**config.mk**
```make
export PLATFORM = sky130hd
export DESIGN_NAME = bin2bcd_seq_flat
export DESIGN_NICKNAME = d
export VERILOG_FILES = /design/src/rtl/bin2bcd_seq_if.sv /design/src/rtl/bin2bcd_seq.sv /design/src/flat_wrapper.sv
export SDC_FILE = /design/constraint.sdc
export NUM_CORES = 1
export LEC_CHECK = 0
export CORE_MARGIN = 2
export CORE_UTILIZATION = 35
export CTS_CLUSTER_DIAMETER = 80
export DETAILED_ROUTE_END_ITERATION = 8
export GPL_TIMING_DRIVEN = 0
export PLACE_DENSITY = 0.63
export SETUP_SLACK_MARGIN = 0.15
export SYNTH_ARGS = -nofsm -noshare
export SYNTH_HDL_FRONTEND = slang
export SYNTH_SLANG_ARGS = --single-unit
```
**constraint.sdc**
```tcl
create_clock -name clk -period 2 [get_ports clk]
set_clock_uncertainty 0.15 [all_clocks]
set_input_delay 0.3 -clock clk [delete_from_list [all_inputs] [get_ports clk]]
set_output_delay 0.3 -clock clk [all_outputs]
set_load 0.03 [all_outputs]
```
**src/rtl/bin2bcd_seq_if.sv**
```systemverilog
// ----------------------------------------------------------------------------
// bin2bcd_seq_if
//   Start/busy/done conversion bus for the sequential binary-to-BCD converter.
//
// Handshake: the requester raises start with bin_in valid. The converter takes
// it only when busy is low (idle or done cycle). busy stays high for exactly
// BIN_W cycles, then done pulses for one cycle. bcd_out/overflow change only at
// the edge that raises done and are held until the next done.
//
// Signals
//   start     master->slave  request a conversion
//   bin_in    master->slave  unsigned binary value, BIN_W bits
//   busy      slave->master  conversion in progress
//   done      slave->master  one-cycle pulse, result just updated
//   bcd_out   slave->master  4*DIGITS bits, digit k = bcd_out[4k+3:4k]
//   overflow  slave->master  last value exceeded 10^DIGITS-1
// ----------------------------------------------------------------------------
interface bin2bcd_seq_if #(
  parameter int BIN_W  = 16,
  parameter int DIGITS = 5
);
  logic                  start;
  logic [BIN_W-1:0]      bin_in;
  logic                  busy;
  logic                  done;
  logic [4*DIGITS-1:0]   bcd_out;
  logic                  overflow;

  modport master (
    output start, bin_in,
    input  busy, done, bcd_out, overflow
  );

  modport slave (
    input  start, bin_in,
    output busy, done, bcd_out, overflow
  );
endinterface

```
**src/rtl/bin2bcd_seq.sv**
```systemverilog
// ----------------------------------------------------------------------------
// bin2bcd_seq
//   Sequential binary-to-BCD converter (shift-and-add-3, one bit per clock).
//   Feeds the seven-segment decoders: each BCD digit drives one decoder.
//
// Ports
//   clk          in   system clock, rising edge
//   rst_n        in   asynchronous active-low reset
//   bus          slave modport of bin2bcd_seq_if (start/bin_in/busy/done/
//                bcd_out/overflow)
//   o_dbg_state  out  current FSM state (0 = IDLE, 1 = SHIFT)
// ----------------------------------------------------------------------------
module bin2bcd_seq #(
  parameter int BIN_W  = 16,
  parameter int DIGITS = 5
) (
  input  logic          clk,
  input  logic          rst_n,
  bin2bcd_seq_if.slave  bus,
  output logic          o_dbg_state
);

  localparam int CNT_W = $clog2(BIN_W) + 1;
  localparam int WRK_W = 4 * DIGITS;

  typedef enum logic {
    S_IDLE  = 1'b0,
    S_SHIFT = 1'b1
  } state_t;

  state_t             r_state;
  state_t             w_state_nxt;

  logic [BIN_W-1:0]   r_shift;
  logic [WRK_W-1:0]   r_work;
  logic               r_ovf_acc;
  logic [CNT_W-1:0]   r_cnt;
  logic [WRK_W-1:0]   r_bcd;
  logic               r_overflow;
  logic               r_done;

  logic [WRK_W-1:0]   w_adj;
  logic [WRK_W-1:0]   w_work_nxt;
  logic               w_out_bit;
  logic               w_last;

  // Add-3 on every digit >= 5 before the shift; 4-bit wrap, no inter-digit carry.
  always_comb begin
    w_adj = '0;
    for (int k = 0; k < DIGITS; k++) begin
      if (r_work[4*k +: 4] >= 4'd5)
        w_adj[4*k +: 4] = 4'(r_work[4*k +: 4] + 4'd3);
      else
        w_adj[4*k +: 4] = r_work[4*k +: 4];
    end
  end

  // Shift {digits, shift_reg} left by one: shift_reg MSB enters digit 0,
  // top digit MSB falls out and feeds the overflow accumulator.
  assign w_work_nxt = {w_adj[WRK_W-2:0], r_shift[BIN_W-1]};
  assign w_out_bit  = w_adj[WRK_W-1];
  assign w_last     = (r_cnt == CNT_W'(BIN_W - 1));

  // Next-state logic
  always_comb begin
    w_state_nxt = r_state;
    case (r_state)
      S_IDLE:  if (bus.start) w_state_nxt = S_SHIFT;
      S_SHIFT: if (w_last)    w_state_nxt = S_IDLE;
      default: w_state_nxt = S_IDLE;
    endcase
  end

  // State register
  always_ff @(posedge clk or negedge rst_n) begin
    if (!rst_n) r_state <= S_IDLE;
    else        r_state <= w_state_nxt;
  end

  // Datapath
  always_ff @(posedge clk or negedge rst_n) begin
    if (!rst_n) begin
      r_shift    <= '0;
      r_work     <= '0;
      r_ovf_acc  <= 1'b0;
      r_cnt      <= '0;
      r_bcd      <= '0;
      r_overflow <= 1'b0;
      r_done     <= 1'b0;
    end else begin
      r_done <= 1'b0;
      case (r_state)
        S_IDLE: begin
          if (bus.start) begin
            r_shift   <= bus.bin_in;
            r_work    <= '0;
            r_ovf_acc <= 1'b0;
            r_cnt     <= '0;
          end
        end
        S_SHIFT: begin
          r_shift   <= r_shift << 1;
          r_work    <= w_work_nxt;
          r_ovf_acc <= r_ovf_acc | w_out_bit;
          r_cnt     <= r_cnt + CNT_W'(1);
          if (w_last) begin
            r_bcd      <= w_work_nxt;
            r_overflow <= r_ovf_acc | w_out_bit;
            r_done     <= 1'b1;
          end
        end
        default: ;
      endcase
    end
  end

  assign bus.busy     = (r_state == S_SHIFT);
  assign bus.done     = r_done;
  assign bus.bcd_out  = r_bcd;
  assign bus.overflow = r_overflow;
  assign o_dbg_state  = r_state;

endmodule

```
**src/flat_wrapper.sv**
```systemverilog
// flat-port wrapper written by rule: the top's interface ports become plain ports
module bin2bcd_seq_flat 
#(
  parameter int BIN_W  = 16,
  parameter int DIGITS = 5
)
  (clk, rst_n, o_dbg_state, bus_start, bus_bin_in, bus_busy, bus_done, bus_bcd_out, bus_overflow);
  bin2bcd_seq_if #(.BIN_W(BIN_W), .DIGITS(DIGITS)) bus_i ();
  input  logic clk;
  input  logic rst_n;
  output logic o_dbg_state;
  input wire logic [$bits(bus_i.start)-1:0] bus_start;
  input wire logic [$bits(bus_i.bin_in)-1:0] bus_bin_in;
  output wire logic [$bits(bus_i.busy)-1:0] bus_busy;
  output wire logic [$bits(bus_i.done)-1:0] bus_done;
  output wire logic [$bits(bus_i.bcd_out)-1:0] bus_bcd_out;
  output wire logic [$bits(bus_i.overflow)-1:0] bus_overflow;
  assign bus_i.start = bus_start;
  assign bus_i.bin_in = bus_bin_in;
  assign bus_busy = bus_i.busy;
  assign bus_done = bus_i.done;
  assign bus_bcd_out = bus_i.bcd_out;
  assign bus_overflow = bus_i.overflow;
  bin2bcd_seq #(.BIN_W(BIN_W), .DIGITS(DIGITS)) u_core (.clk(clk), .rst_n(rst_n), .bus(bus_i), .o_dbg_state(o_dbg_state));
endmodule
```
Word-level counts from Yosys, hierarchy flattened
Cells that the tools add are included.
- input bits: 19
- register bits after elaboration: 65
- eq/ne operators: 2
- multiplexer cells: 18
- order comparisons: 5
- bitwise logic cells: 2
- add/sub/neg operators: 6
- reductions and logical operators: 1
- operators by type and width (operator ; count):
    $pmux W20 S2 ; 1
    $pmux W16 S2 ; 1
    $add A4 B2 Y4 const B ; 5
    $ge A4 B3 Y1 const B ; 5
    $mux W20 ; 1
    $mux W4 ; 5
    $mux W16 ; 1
    $pmux W5 S2 ; 1
    $add A5 B1 Y5 const B ; 1
    $eq A5 B4 Y1 const B ; 1
    $mux W1 ; 5
    $mux W5 ; 1
    $pmux W1 S2 ; 2
    $ne A2 B2 Y1 const B ; 1
    $reduce_and A2 Y1 ; 1
    $not A1 Y1 ; 1
    $or A1 B1 Y1 ; 1

Logic depth before layout (Yosys ltp)
- depth in word-level cells: 4
- depth in mapped cells: 8
- mapped depth without buffers: 7

Worst setup path after synthesis
Ideal clock, no wire load.
- path type: register -> register
- start: register u_core.r_cnt[0]
- end: register u_core.r_bcd[1] (netlist: u_core.bus.bcd_out[1])
- path buffers: 1
- slack: 0.208 ns
- library setup time: 0.126 ns
- cell stages (with the launch flop): 8
- period minus slack after synthesis: 1.792 ns
- data arrival time: 1.516 ns
- path through: dfrtp_1 ha_1 and3_1 ha_1 nand2_4 clkbuf_1 a211o_1 nand3_1
- word-level cells in the longest chain between the ends: 2
- ends and longest elaborated chain (what ; RTL line ; source):
    start: declaration ; bin2bcd_seq.sv:37 ; logic [CNT_W-1:0] r_cnt;
    start signal: assignment ; bin2bcd_seq.sv:105 ; r_cnt <= r_cnt + CNT_W'(1);
    $eq A5 B4 Y1 ; bin2bcd_seq.sv:62 ; assign w_last = (r_cnt == CNT_W'(BIN_W - 1));
    $reduce_and A2 Y1 (no source line) ; -- ;
    end signal: assignment ; bin2bcd_seq.sv:107 ; r_bcd <= w_work_nxt;
    end: declaration ; bin2bcd_seq.sv:38 ; logic [WRK_W-1:0] r_bcd;
Every way passes these cells.
A chain may end at the register's enable or synchronous reset.

Worst setup path in the final report
- start: register u_core.r_cnt[0]
- end: register u_core.r_bcd[4] (netlist: u_core.bus.bcd_out[4])
The elaborated chain is that of the path after synthesis.

==> impl_metrics.tcl <==
set metrics [dict create \
    fmax_ghz 0.545 \
    slew_viol_final 0 \
    period_minus_slack_ns 1.83 \
    place_ws_ns -0.179 \
    synth-seq-cells 65 \
    worst_slew_pin_slew_ns 0.848 \
    reg2reg_depth 6 \
    yosys-top-cells-count "dfrtp_1, nand2_1, o21ai_0" \
    vias 3039 \
    clock_latency_ns 0.35 \
    cellPowerDensity_nw_per_um2 1610 \
    grt_util_all_layers_pct 17.2 \
    async_flop_share_pct 100 \
    die_y_um 104 \
    setup_violations 0 \
    drc 0 \
    drtIter0Drc 231 \
    nets 468 \
    antenna_left 0 \
    start_kind "register" \
    synthCells 371 \
    grt_max_degree 66 \
    clockBufferDepth 2 \
    synthFlopType "dfrtp_1" \
    syn-num-nets 402 \
    grt_use_met1_pct 22.1 \
    viasPerCell 5.29 \
    crit_required_ns 2.13 \
    synth_area_leaders "dfrtp_1, mux2i_1, nand2_1" \
    fin_util_pct 46.3 \
    ff2ff_setup_slack_ns 0.17 \
    r2r_start "u_core.r_cnt[0]$_DFFE_PN0P_" \
    yosysTopAreaCellShare_pct 46.7 \
    slew_headroom_pct 43.4 \
    use_met2_pct 28.1 \
    top_usage_layer "met2" \
    core_um2 9730 \
    status "finished clean" \
    yosysMostFrequentCell "dfrtp_1" \
    drt_pass1_iterations 5 \
    hold_viol 0 \
    met3_usage_pct 4.78 \
    clkTransAtPathRegs_ns 0.07 \
    power_leakage_nw 2.11 \
    clkPwrFrac_pct 15.5 \
    comb_power_share_pct 52.3 \
    wire_per_inst_um 15.5 \
    synth_cell_types 39 \
    diodes 0 \
    crit_path_end "u_core.bus.bcd_out[4]$_DFFE_PN0P_" \
    synth_edf_count 0 \
    fin_tns_setup_ns 0 \
    switchingPower_w 0.00327 \
    rows 36 \
    fp.dieW_um 104 \
    internal_power_w 0.00397 \
    swShare_pct 45.1 \
    rsz0062_at_grt "true" \
    reg2reg_to "u_core.bus.bcd_out[4]$_DFFE_PN0P_" \
    path_class "reg2reg" \
    fin_area_um2 4510 \
    drive_gt1_share_pct 13.8 \
    fp.dieArea_um2 10800 \
    overflow 0 \
    grt_first_pass_wirelength_um 14700 \
    final_cells 575 \
    clock-root-buffer "clkbuf_8" \
    num_io_pins 43 \
    yosysTopAreaCell "dfrtp_1" \
    postSynthAreaPerCell_um2 9.38 \
    h-tree-depth 3 \
    grt_pass1_vias 2998 \
    areaGrowthSynthToFinish_pct 29.5 \
    critPathCaptureType "register" \
    setup_slack_ns 0.167 \
    crit_fanout 5 \
    synthesis.area_um2 3480 \
    antenna_found_initial 0 \
    cts_tree "done" \
    clock-sinks 65 \
    yosys_warnings 0 \
    holdCritPathClass "in2reg" \
    setup.worst_path.start "u_core.r_cnt[0]$_DFFE_PN0P_" \
    placed_area_um2 4060 \
    peakVddDrop_mv 0.592 \
    cts_buffers 9 \
    portBuffers 41 \
    seq_area_frac_synth_pct 46.7 \
    crit_arrival_ns 1.96 \
    maxCapViolations 0 \
    wirelength_um 8940 \
    hpwl_um 5750 \
    p_seq_share_pct 32.2 \
    gp_congestion 0.884 \
    start_util_pct 35.8 \
    fin_crit_sh_pct 91.7 \
    dp.cells 545 \
]
-- per-stage QoR --
step	hold slack [ns]	total power, W
floorplan	-0.146	0.00484
global placement	0.315	0.00593
detailed placement	0.314	0.00601
CTS	0.139	0.00719
global route	0.179	0.00783
finish	0.180	0.00724
-- flip-flops by register name, indices dropped and copies added, names as in the netlist --
register,cells
u_core.bus.bcd_out,20
u_core.bus.busy,1
u_core.bus.done,1
u_core.bus.overflow,1
u_core.r_cnt,5
u_core.r_ovf_acc,1
u_core.r_shift,16
u_core.r_work,20
-- cell usage in the layout, fill, tap and decap left out, types with 9 or more instances in the layout --
cell type        netlist  routed
a21oi_1               10      10
buf_4                  5      14
clkbuf_8               0       9
clkdlybuf4s50_1        0      17
dfrtp_1               65      65
dlymetal6s2s_1         0      18
ha_1                  12      10
inv_1                 20      20
mux2i_1               21      21
nand2_1               49      49
nand3_1               19      19
nand4_1               10      10
nor2_1                16      15
nor2b_1               14      11
o21ai_0               26      26
-- power by group through the flow --
| stage | logic (W) | registers, W | clock network (W) |
|---|---|---|---|
| floorplan | 0.00215 | 0.00269 | 0 |
| global placement | 0.00359 | 0.00234 | 0 |
| detailed placement | 0.00365 | 0.00236 | 0 |
| CTS | 0.00372 | 0.00233 | 0.00115 |
| global route | 0.00420 | 0.00242 | 0.00121 |
| finish | 0.00379 | 0.00233 | 0.00112 |
-- cell type report --
cell class | instances | area [µm²]
Sequential cell | 65 | 1630
Clock inverter | 7 | 71.3
Clock buffer | 9 | 124
Tap cell | 133 | 166
Inverter | 22 | 95.1
Timing Repair Buffer | 53 | 552
Multi-Input combinational cell | 261 | 1710
Buffer | 24 | 150
Timing Repair inverter | 1 | 8.76
Fill cell | 962 | 5220
-- critical path, cell delays in order, from the launching register on --
cell and delay (ns):
dfrtp_1 0.36, ha_2 0.19, and3_4 0.20, ha_4 0.18, nand2_8 0.08, or4_4 0.51
nand3_1 0.09
-- kinds of logic (layout without fill, tap and decap cells) --
logic type,count (synthesis),after routing,share of synthesized area (%)
compound gates,88,88,16.8
xor+xnor,1,1,0.252
fa+ha+maj,12,12,4.31
buf+inv,46,116,6.04
flops,65,65,46.7
mux,21,21,6.04
simple gates,138,139,19.8
-- worst min-delay path by stage --
stage	start	endpoint	slack (ns)	depth (start not counted)
final	bus_start	u_core.bus.busy$_DFF_PN0_	0.18	3
after global routing	bus_start	u_core.bus.busy$_DFF_PN0_	0.18	3
after CTS	bus_start	u_core.bus.busy$_DFF_PN0_	0.14	3
after detailed placement	rst_n	u_core.r_shift[4]$_DFFE_PN0P_	0.31	1
after global placement	u_core.r_shift[11]$_DFFE_PN0P_	u_core.r_shift[12]$_DFFE_PN0P_	0.32	2
after floorplan	rst_n	u_core.bus.bcd_out[0]$_DFFE_PN0P_	-0.15	0
-- layer usage --
| layer | wire (µm) | part of all wire, % |
|---|---|---|
| met1 | 4140 | 46 |
| met2 | 4200 | 47 |
| met3 | 444 | 5.0 |
| met5 | 0 | 0 |
| met4 | 157 | 1.8 |
-- what timing repair did --
| item | CTS | global route |
|---|---|---|
| gates cloned | 0 | 2 |
| setup buffers | 5 | 6 |
| resized for setup | 16 | 34 |
| endpoints found under the setup margin | 29 | 45 |
| pin swaps | 2 | 2 |
| hold buffers | 1 | 0 |
| hold endpoints to repair | 65 | 0 |
(Power assumes the default switching activity.)
